==> src/rtl/dma_sched_pkg.sv <==
// Shared types for the multi-channel DMA scheduler: FSM states, length
// alignment rule and the per-channel descriptor record.
package dma_sched_pkg;

  typedef enum logic [2:0] {
    IDLE,
    ARB,
    ISSUE,
    WAIT,
    CMPL
  } state_t;

  localparam logic [1:0] LEN_ALIGN = 2'b00;

  // Descriptor fields are sized for the widest supported configuration;
  // the scheduler zero-extends on capture and truncates on issue.
  localparam int DESC_AW = 64;
  localparam int DESC_LW = 64;

  typedef struct packed {
    logic [DESC_AW-1:0] src;
    logic [DESC_AW-1:0] dst;
    logic [DESC_LW-1:0] len;
  } desc_t;

  function automatic logic len_bad(input logic [DESC_LW-1:0] len);
    return (len == '0) || (len[1:0] != LEN_ALIGN);
  endfunction

endpackage

==> src/rtl/rr_arbiter.sv <==
// Combinational round-robin picker: first set request starting at rr_ptr,
// wrapping modulo NUM_CH.
module rr_arbiter #(
  parameter int  NUM_CH = 4,
  localparam int CH_W   = $clog2(NUM_CH)
) (
  input  logic [NUM_CH-1:0] req,
  input  logic [CH_W-1:0]   rr_ptr,
  output logic [NUM_CH-1:0] grant,
  output logic [CH_W-1:0]   grant_idx,
  output logic              grant_valid
);

  logic [CH_W-1:0] idx;

  always_comb begin
    grant       = '0;
    grant_idx   = '0;
    grant_valid = 1'b0;
    idx         = '0;
    for (int k = 0; k < NUM_CH; k++) begin
      idx = CH_W'((int'(rr_ptr) + k) % NUM_CH);
      if (!grant_valid && req[idx]) begin
        grant_valid = 1'b1;
        grant_idx   = idx;
        grant[idx]  = 1'b1;
      end
    end
  end

endmodule

==> src/rtl/dma_ch_sched.sv <==
// Multi-channel front end for the single-channel DMA engine: one descriptor
// slot per channel, round-robin issue, per-channel completion with reject flag.
module dma_ch_sched
  import dma_sched_pkg::*;
#(
  parameter int  NUM_CH     = 4,
  parameter int  ADDR_WIDTH = 32,
  parameter int  LEN_WIDTH  = 32,
  localparam int CH_W       = $clog2(NUM_CH)
) (
  input  logic                         clk,
  input  logic                         reset,
  input  logic [NUM_CH-1:0]            req_valid,
  output logic [NUM_CH-1:0]            req_ready,
  input  logic [NUM_CH*ADDR_WIDTH-1:0] req_src,
  input  logic [NUM_CH*ADDR_WIDTH-1:0] req_dst,
  input  logic [NUM_CH*LEN_WIDTH-1:0]  req_len,
  output logic                         eng_start,
  output logic [ADDR_WIDTH-1:0]        eng_src,
  output logic [ADDR_WIDTH-1:0]        eng_dst,
  output logic [LEN_WIDTH-1:0]         eng_len,
  input  logic                         eng_done,
  output logic [NUM_CH-1:0]            cmp_valid,
  output logic [NUM_CH-1:0]            cmp_err,
  output logic                         busy,
  output logic [CH_W-1:0]              active_ch
);

  state_t              state;
  desc_t               slots [NUM_CH];
  logic [NUM_CH-1:0]   slot_full;
  logic [NUM_CH-1:0]   accept;
  logic [NUM_CH-1:0]   active_oh;
  logic [CH_W-1:0]     rr_ptr;
  logic                err;

  logic [NUM_CH-1:0]   grant_oh;
  logic [CH_W-1:0]     grant_idx;
  logic                grant_valid;

  assign req_ready = ~slot_full;
  assign accept    = req_valid & ~slot_full;
  assign busy      = (state != IDLE);

  rr_arbiter #(.NUM_CH(NUM_CH)) u_arb (
    .req         (slot_full),
    .rr_ptr      (rr_ptr),
    .grant       (grant_oh),
    .grant_idx   (grant_idx),
    .grant_valid (grant_valid)
  );

  always_ff @(posedge clk or negedge reset) begin
    if (!reset) begin
      for (int i = 0; i < NUM_CH; i++) slots[i] <= '0;
    end else begin
      for (int i = 0; i < NUM_CH; i++) begin
        if (accept[i]) begin
          slots[i].src <= DESC_AW'(req_src[i*ADDR_WIDTH +: ADDR_WIDTH]);
          slots[i].dst <= DESC_AW'(req_dst[i*ADDR_WIDTH +: ADDR_WIDTH]);
          slots[i].len <= DESC_LW'(req_len[i*LEN_WIDTH +: LEN_WIDTH]);
        end
      end
    end
  end

  // Completion pulses are launched on the edge that enters CMPL so they are
  // visible during the CMPL cycle; the slot is released on the edge leaving it.
  always_ff @(posedge clk or negedge reset) begin
    if (!reset) begin
      state     <= IDLE;
      slot_full <= '0;
      rr_ptr    <= '0;
      err       <= 1'b0;
      active_ch <= '0;
      active_oh <= '0;
      eng_start <= 1'b0;
      eng_src   <= '0;
      eng_dst   <= '0;
      eng_len   <= '0;
      cmp_valid <= '0;
      cmp_err   <= '0;
    end else begin
      eng_start <= 1'b0;
      cmp_valid <= '0;
      cmp_err   <= '0;
      slot_full <= slot_full | accept;
      case (state)
        IDLE: begin
          if (|slot_full) state <= ARB;
        end
        ARB: begin
          if (grant_valid) begin
            active_ch <= grant_idx;
            active_oh <= grant_oh;
            if (len_bad(slots[grant_idx].len)) begin
              err       <= 1'b1;
              cmp_valid <= grant_oh;
              cmp_err   <= grant_oh;
              state     <= CMPL;
            end else begin
              state <= ISSUE;
            end
          end else begin
            state <= IDLE;
          end
        end
        ISSUE: begin
          eng_src   <= ADDR_WIDTH'(slots[active_ch].src);
          eng_dst   <= ADDR_WIDTH'(slots[active_ch].dst);
          eng_len   <= LEN_WIDTH'(slots[active_ch].len);
          eng_start <= 1'b1;
          state     <= WAIT;
        end
        WAIT: begin
          if (eng_done) begin
            cmp_valid <= active_oh;
            cmp_err   <= {NUM_CH{err}} & active_oh;
            state     <= CMPL;
          end
        end
        CMPL: begin
          slot_full <= (slot_full | accept) & ~active_oh;
          rr_ptr    <= (active_ch == CH_W'(NUM_CH - 1)) ? '0 : active_ch + CH_W'(1);
          err       <= 1'b0;
          state     <= IDLE;
        end
        default: state <= IDLE;
      endcase
    end
  end

endmodule

==> config.mk <==
export PLATFORM = sky130hd
export DESIGN_NAME = dma_ch_sched
export DESIGN_NICKNAME = d
export VERILOG_FILES = /design/src/rtl/dma_sched_pkg.sv /design/src/rtl/rr_arbiter.sv /design/src/rtl/dma_ch_sched.sv
export SDC_FILE = /design/constraint.sdc
export NUM_CORES = 1
export LEC_CHECK = 0
export BUFFER_PORTS_ARGS = -buffer_cell sky130_fd_sc_hd__buf_2
export CAP_MARGIN = 30
export CORE_AREA = 8 8 203 205
export CTS_CLUSTER_DIAMETER = 150
export CTS_CLUSTER_SIZE = 40
export DETAILED_ROUTE_END_ITERATION = 16
export DIE_AREA = 0 0 211 213
export GPL_ROUTABILITY_DRIVEN = 0
export PLACE_DENSITY = 0.86
export SLEW_MARGIN = 20
export SYNTH_ARGS = -nofsm -noshare
export SYNTH_HDL_FRONTEND = slang
export SYNTH_SLANG_ARGS = --single-unit
==> constraint.sdc <==
create_clock -name clk -period 4.7 [get_ports clk]
set_input_delay 0.47 -clock clk [delete_from_list [all_inputs] [get_ports clk]]
set_output_delay 0.47 -clock clk [all_outputs]
set_load 0.03 [all_outputs]
==> Yosys cells after proc, flatten, opt, wreduce, memory -nomap -nowiden <==
Index checks and enable logic that the tools add are counted.
{ "totals": {"elab_cells": 129, "out_inout_bits": 112, "input_bits": 391, "reg_bits": 505} }
{ "op_classes": {"n_reduce_logical": 20, "add_sub_neg": 4, "n_bitwise": 11, "eq_ne": 9, "muxes": 51, "magnitude_cmp": 10} }
{ "ops": {"columns": ["operator", "count"], "rows": [
  ["192-bit binary-select mux with 2-bit select", 2],
  ["160-bit 2-to-1 mux", 2],
  ["64-bit 2-to-1 mux", 2],
  ["64-bit logical NOT", 1],
  ["4-bit 2-to-1 mux", 9],
  ["4-bit bitwise OR", 4],
  ["4-bit case mux with 2 select lines", 2],
  ["1-bit 2-to-1 mux", 15],
  ["4-bit AND", 3],
  ["2-bit by 3-bit less-than comparator with 1-bit output (second input constant)", 4],
  ["3-bit 2-to-1 mux", 4],
  ["3-bit case mux with 4 select lines", 1],
  ["2-bit 2-to-1 mux", 5],
  ["1-bit binary-select mux with 2-bit select", 4],
  ["1-bit demux with 2-bit select", 4],
  ["2-bit by 1-bit >= comparator with 1-bit output (second input constant)", 4],
  ["2-bit != test (second input constant)", 4],
  ["4-bit inverter", 2],
  ["1-bit logical AND", 7],
  ["3-bit by 2-bit == test with 1-bit output (second input constant)", 2],
  ["3-bit >= comparator (second input constant)", 2],
  ["2-bit inverter with 3-bit output", 2],
  ["2-bit by 1-bit adder with 2-bit output (second input constant)", 2],
  ["2-bit adder (second input constant)", 2],
  ["12 further kinds", 16]
]} }

==> Depth between registers and ports, before layout <==
{ "depth": {"word_depth": 21, "mapped_depth": 10, "depth_no_buf": 8} }

==> By module <==
A second synthesis with hierarchy kept.
{ "hier_totals": {"cells_unflattened": 1323, "hier_area_um2": 21782.1} }
{ "modules_own_cells": {"columns": ["mod", "seq_area_each_um2", "area_per_inst_um2", "cells_per_inst", "n_inst"], "rows": [
  ["dma_ch_sched", 12637.1, 21363.0, 1278, 1],
  ["rr_arbiter", 0.0, 419.2, 45, 1]
]} }

==> Least setup slack after synthesis <==
OpenSTA, ideal clock, no wires.
{ "synth_path": {"path_type": "reg-to-reg", "start": "register rr_ptr[0]", "end": "register state[1]", "slack_ps": 2018, "path_buffers": 2, "setup_ps": 124, "arrival_time_ps": 2558, "period_less_slack_ps": 2682, "stages_incl_launch_ff": 11, "t_required_ps": 4576, "path_cell_list": "dfrtp_1 -> buf_6 -> inv_1 -> ha_1 -> buf_6 -> mux4_2 -> nor2b_1 -> o31ai_2 -> a2111o_1 -> nand2_1 -> a211o_1"} }
{ "synth_between": {"elab_chain_cells": 21, "word_cells_on_any_way": 35, "cone_classes": "add/sub: 3; mux: 22; bitwise: 1; reduce/logical: 9"} }
{ "synth_rtl": {"columns": ["item", "line_no", "source"], "rows": [
  ["start, declared", "dma_ch_sched.sv:34", "logic [CH_W-1:0] rr_ptr;"],
  ["start signal, assigned", "dma_ch_sched.sv:124", "rr_ptr <= (active_ch == CH_W'(NUM_CH - 1)) ? '0 : active_ch + CH_W'(1);"],
  ["branches (longest 19 deep; another with 2-bit by 1-bit adder with 2-bit output)", null, null],
  ["3-bit 2-to-1 mux (*)", "dma_ch_sched.sv:93", "if (grant_valid) begin"],
  ["3-bit case mux with 4 select lines (*)", "dma_ch_sched.sv:88", "case (state)"],
  ["end signal, assigned", "dma_ch_sched.sv:90", "if (|slot_full) state <= ARB;"],
  ["end signal, assigned", "dma_ch_sched.sv:100", "state <= CMPL;"],
  ["end signal, assigned", "dma_ch_sched.sv:102", "state <= ISSUE;"],
  ["end, declared", "dma_ch_sched.sv:29", "state_t state;"]
]} }
Mark *: on every way between the ends. The select of a mux whose other input is x is not followed.
A chain may end at the register's enable or synchronous reset.

==> Final worst setup path <==
{ "layout_path": {"start": "register rr_ptr[0]", "end": "register state[2]"} }
The elaborated chain is that of the path after synthesis.

==> impl_metrics.yaml <==
routing:
  drt-pass1-iter-count: 5
  drc_errors: 0
  wl_per_cell_um: 25.8
  drtIter0Drc: 1190
  drt-total-wl_mm: 60.5
  avgViaCountPerCell: 6.01
  ant_nets: 0
  num_vias: 14100
clock_tree:
  ctsRootBufferMaster: "clkbuf_16"
  cts_hold_buf: 0
  cts_max_level: 1
  clkTransAtPathRegs_ns: 0.14
  cts-resized-gates: 0
  cts_sinks: 505
  cts_buffers: 16
  post_cts_buffers: 0
  clock_latency_ns: 0.55
  cts_tree: "yes"
  cts_max_path_buffers: 3
logic_synthesis:
  ys_warn_count: 0
  synth-edff-count: 0
  syn_inst: 1344
  yosysSeqAreaShare_pct: 58.2
  syn-num-nets: 1740
  async_reset_ff_share_pct: 100
  ys.flop_type: "dfrtp_1"
  yosysTopAreaCellShare_pct: 58.2
  ys_ff_latch: 505
  synth_largest_area_cell: "dfrtp_1"
  netlist_top_cells_area: "dfrtp_1, mux2_2, mux4_2, clkbuf_1, nor4_1"
  yosys.cell_types.count: 44
  syn-cell-area_um2: 21700
  synth_area_per_cell_um2: 16.2
die:
  start_util_pct: 57.0
  io_pins: 503
  coreArea_um2: 38100
  die_area_um2: 44900
  die_h_um: 213
  rows: 72
  die_width_um: 211
grt:
  grt_use_total_pct: 26.3
  grt_overflow_total: 0
  grt_pass1_vias: 15200
  grt_max_degree: 119
  grt_pass1_wl_mm: 91.6
  antenna_found_initial: 21
sta:
  worst_slack_ns: 1.39
  tightest_slew_ns: 0.980
  finalHoldViolCount: 8
  drv_slew: 0
  fmax_mhz: 302
  setup_viol: 0
  whs_ns: -0.0411
  period_minus_slack_ns: 3.31
  fin_crit_sh_pct: 70.4
  rsz0062_at_grt: "false"
  fin_skew_ns: 0.0252
  tns_ns: 0
  relSlewSlack_pct: 34.7
pwr:
  power_density_nw_per_um2: 647
  max-vdd-ir-drop_mv: 0.424
  power_leakage_uw: 0.0115
final_layout:
  layout-drive-gt1-share_pct: 63.4
  area_growth_pct: 16.9
  nets: 2202
worst_setup_path:
  start_kind: "flop"
  criticalPathCategory: "flop to flop"
  worstPathCellList: "inv_1 > ha_1 > mux4_2 > nor2b_1 > o31ai_2 > nand4_1 > nand3b_1 > o211ai_1"
  max_stage_delay_ns: 0.64
  crit_fanout: 12
  reg2reg_from: "rr_ptr[0]"
  worst_path_max_delay_cell: "dfrtp_1"
  cp_top_family: "simple AND/OR/NAND/NOR gates"
  crit_buf_inv: 1
  timing.rr.end: "state[2]"
  cp.required_ns: 5.14
  ff2ff_setup_slack_ns: 1.39
  critPathArrivalTime_ns: 3.75
  r2r_cells: 8
  critPathCaptureType: "flop"
placement:
  io_buffer_count: 502
  hpwl_mm: 44.9
  pre_cts_slack_ns: 1.47
job:
  drv_cap: 0
outcome:
  violations: "hold timing"
  outcome: "complete, but fails checks"
worst_hold_path:
  min_path_type: "primary input to async pin"
-- logic make-up after synthesis --
group | synth area share [%]
flops | 58.2
mux | 35.5
compound gates | 1.13
simple gates | 3.14
fa+ha+maj | 0.288
buf+inv | 1.78
-- state kept, by name (all words and copies together), names as in the netlist --
name and count:
slots 384, eng_dst 32, eng_len 32, eng_src 32, active_oh 4, cmp_err 4
cmp_valid 4, slot_full 4, state 3, active_ch 2, rr_ptr 2, eng_start 1
err 1
-- layout make-up --
class	count	area, um2
fill	2619	12700
sequential	505	12600
multi-input combinational	744	8740
timing repair buffer	529	2850
tap	518	648
clock buffer	18	429
antenna	16	40.0
inverter	10	37.5
clock inverter	1	16.3
-- power by group --
part / leakage, uW / switching (uW) / internal [uW]
sequential: 0.00618 / 1500 / 6430
combinational: 0.00514 / 3000 / 3570
clock: 0.000218 / 1250 / 673
-- worst max path at each step --
stage	to	cells past startpoint	slack, ns	from
after floorplan	state[1]	10	2.02	rr_ptr[0]
after global placement	state[1]	8	1.68	rr_ptr[0]
after detailed placement	state[2]	8	1.47	rr_ptr[0]
after CTS	state[2]	8	1.47	rr_ptr[0]
after global routing	state[2]	8	1.24	rr_ptr[0]
final	state[2]	8	1.39	rr_ptr[0]
-- synth_stat cells, types with 2 or more instances --
master,number
buf_2,3
nor3_1,2
mux2_2,485
or4_1,2
nand2b_1,4
nand3b_1,2
or3b_2,4
nor2_1,17
nand4_1,12
a2111o_1,2
nor2b_1,5
a221o_1,4
ha_1,5
or3_1,2
mux2i_1,2
clkbuf_1,54
o21ai_0,5
and2_1,2
nand3_1,11
and4_1,2
buf_1,24
mux4_2,98
inv_1,10
nand2_1,22
nor4_1,26
buf_6,3
a21oi_1,12
dfrtp_1,505
nand4b_1,4
-- cells in the final DEF, fill, tap and decap left out, drive strengths merged, types with 2 or more instances in the layout --
cell type,count
or3b,5
a21oi,13
a221o,4
nor2b,5
dfrtp,505
or4,2
o21ai,5
nor2,17
mux2i,2
ha,5
inv,11
mux2,485
nand3,11
nand4,12
and4,2
nor3,2
nand2b,4
clkbuf,18
and2,2
diode,16
nand3b,2
nand4b,4
nand2,22
nor4,26
buf,529
a2111o,2
mux4,99
or3,2
-- stage by stage --
stage / utilization, % / total power, uW / hold WS (ns) / area, um2 / std cells
3_5_place_dp: 65.2 / 14600 / 0.490 / 24900 / 2303
6_report: 66.7 / 16400 / -0.0411 / 25400 / 2341
3_3_place_gp: 65.2 / 14100 / 0.480 / 24800 / 2302
5_1_grt: 66.7 / 17200 / 0.0494 / 25400 / 2338
4_1_cts: 66.4 / 16500 / 0.0146 / 25300 / 2322
2_1_floorplan: - / 12400 / 0.174 / 21700 / 1344
-- per-layer routing --
| metal | wire length (um) | up-vias | GRT usage [%] | share of wire, % |
|---|---|---|---|---|
| met5 | 74 | - | 0 | 0.12 |
| met4 | 1420 | 12 | 8.11 | 2.3 |
| met3 | 4540 | 93 | 5.69 | 7.5 |
| met2 | 31500 | 592 | 45.5 | 52 |
| met1 | 23000 | 7449 | 33.1 | 38 |
| li1 | - | 5930 | - | - |
(Power assumes the default switching activity.)
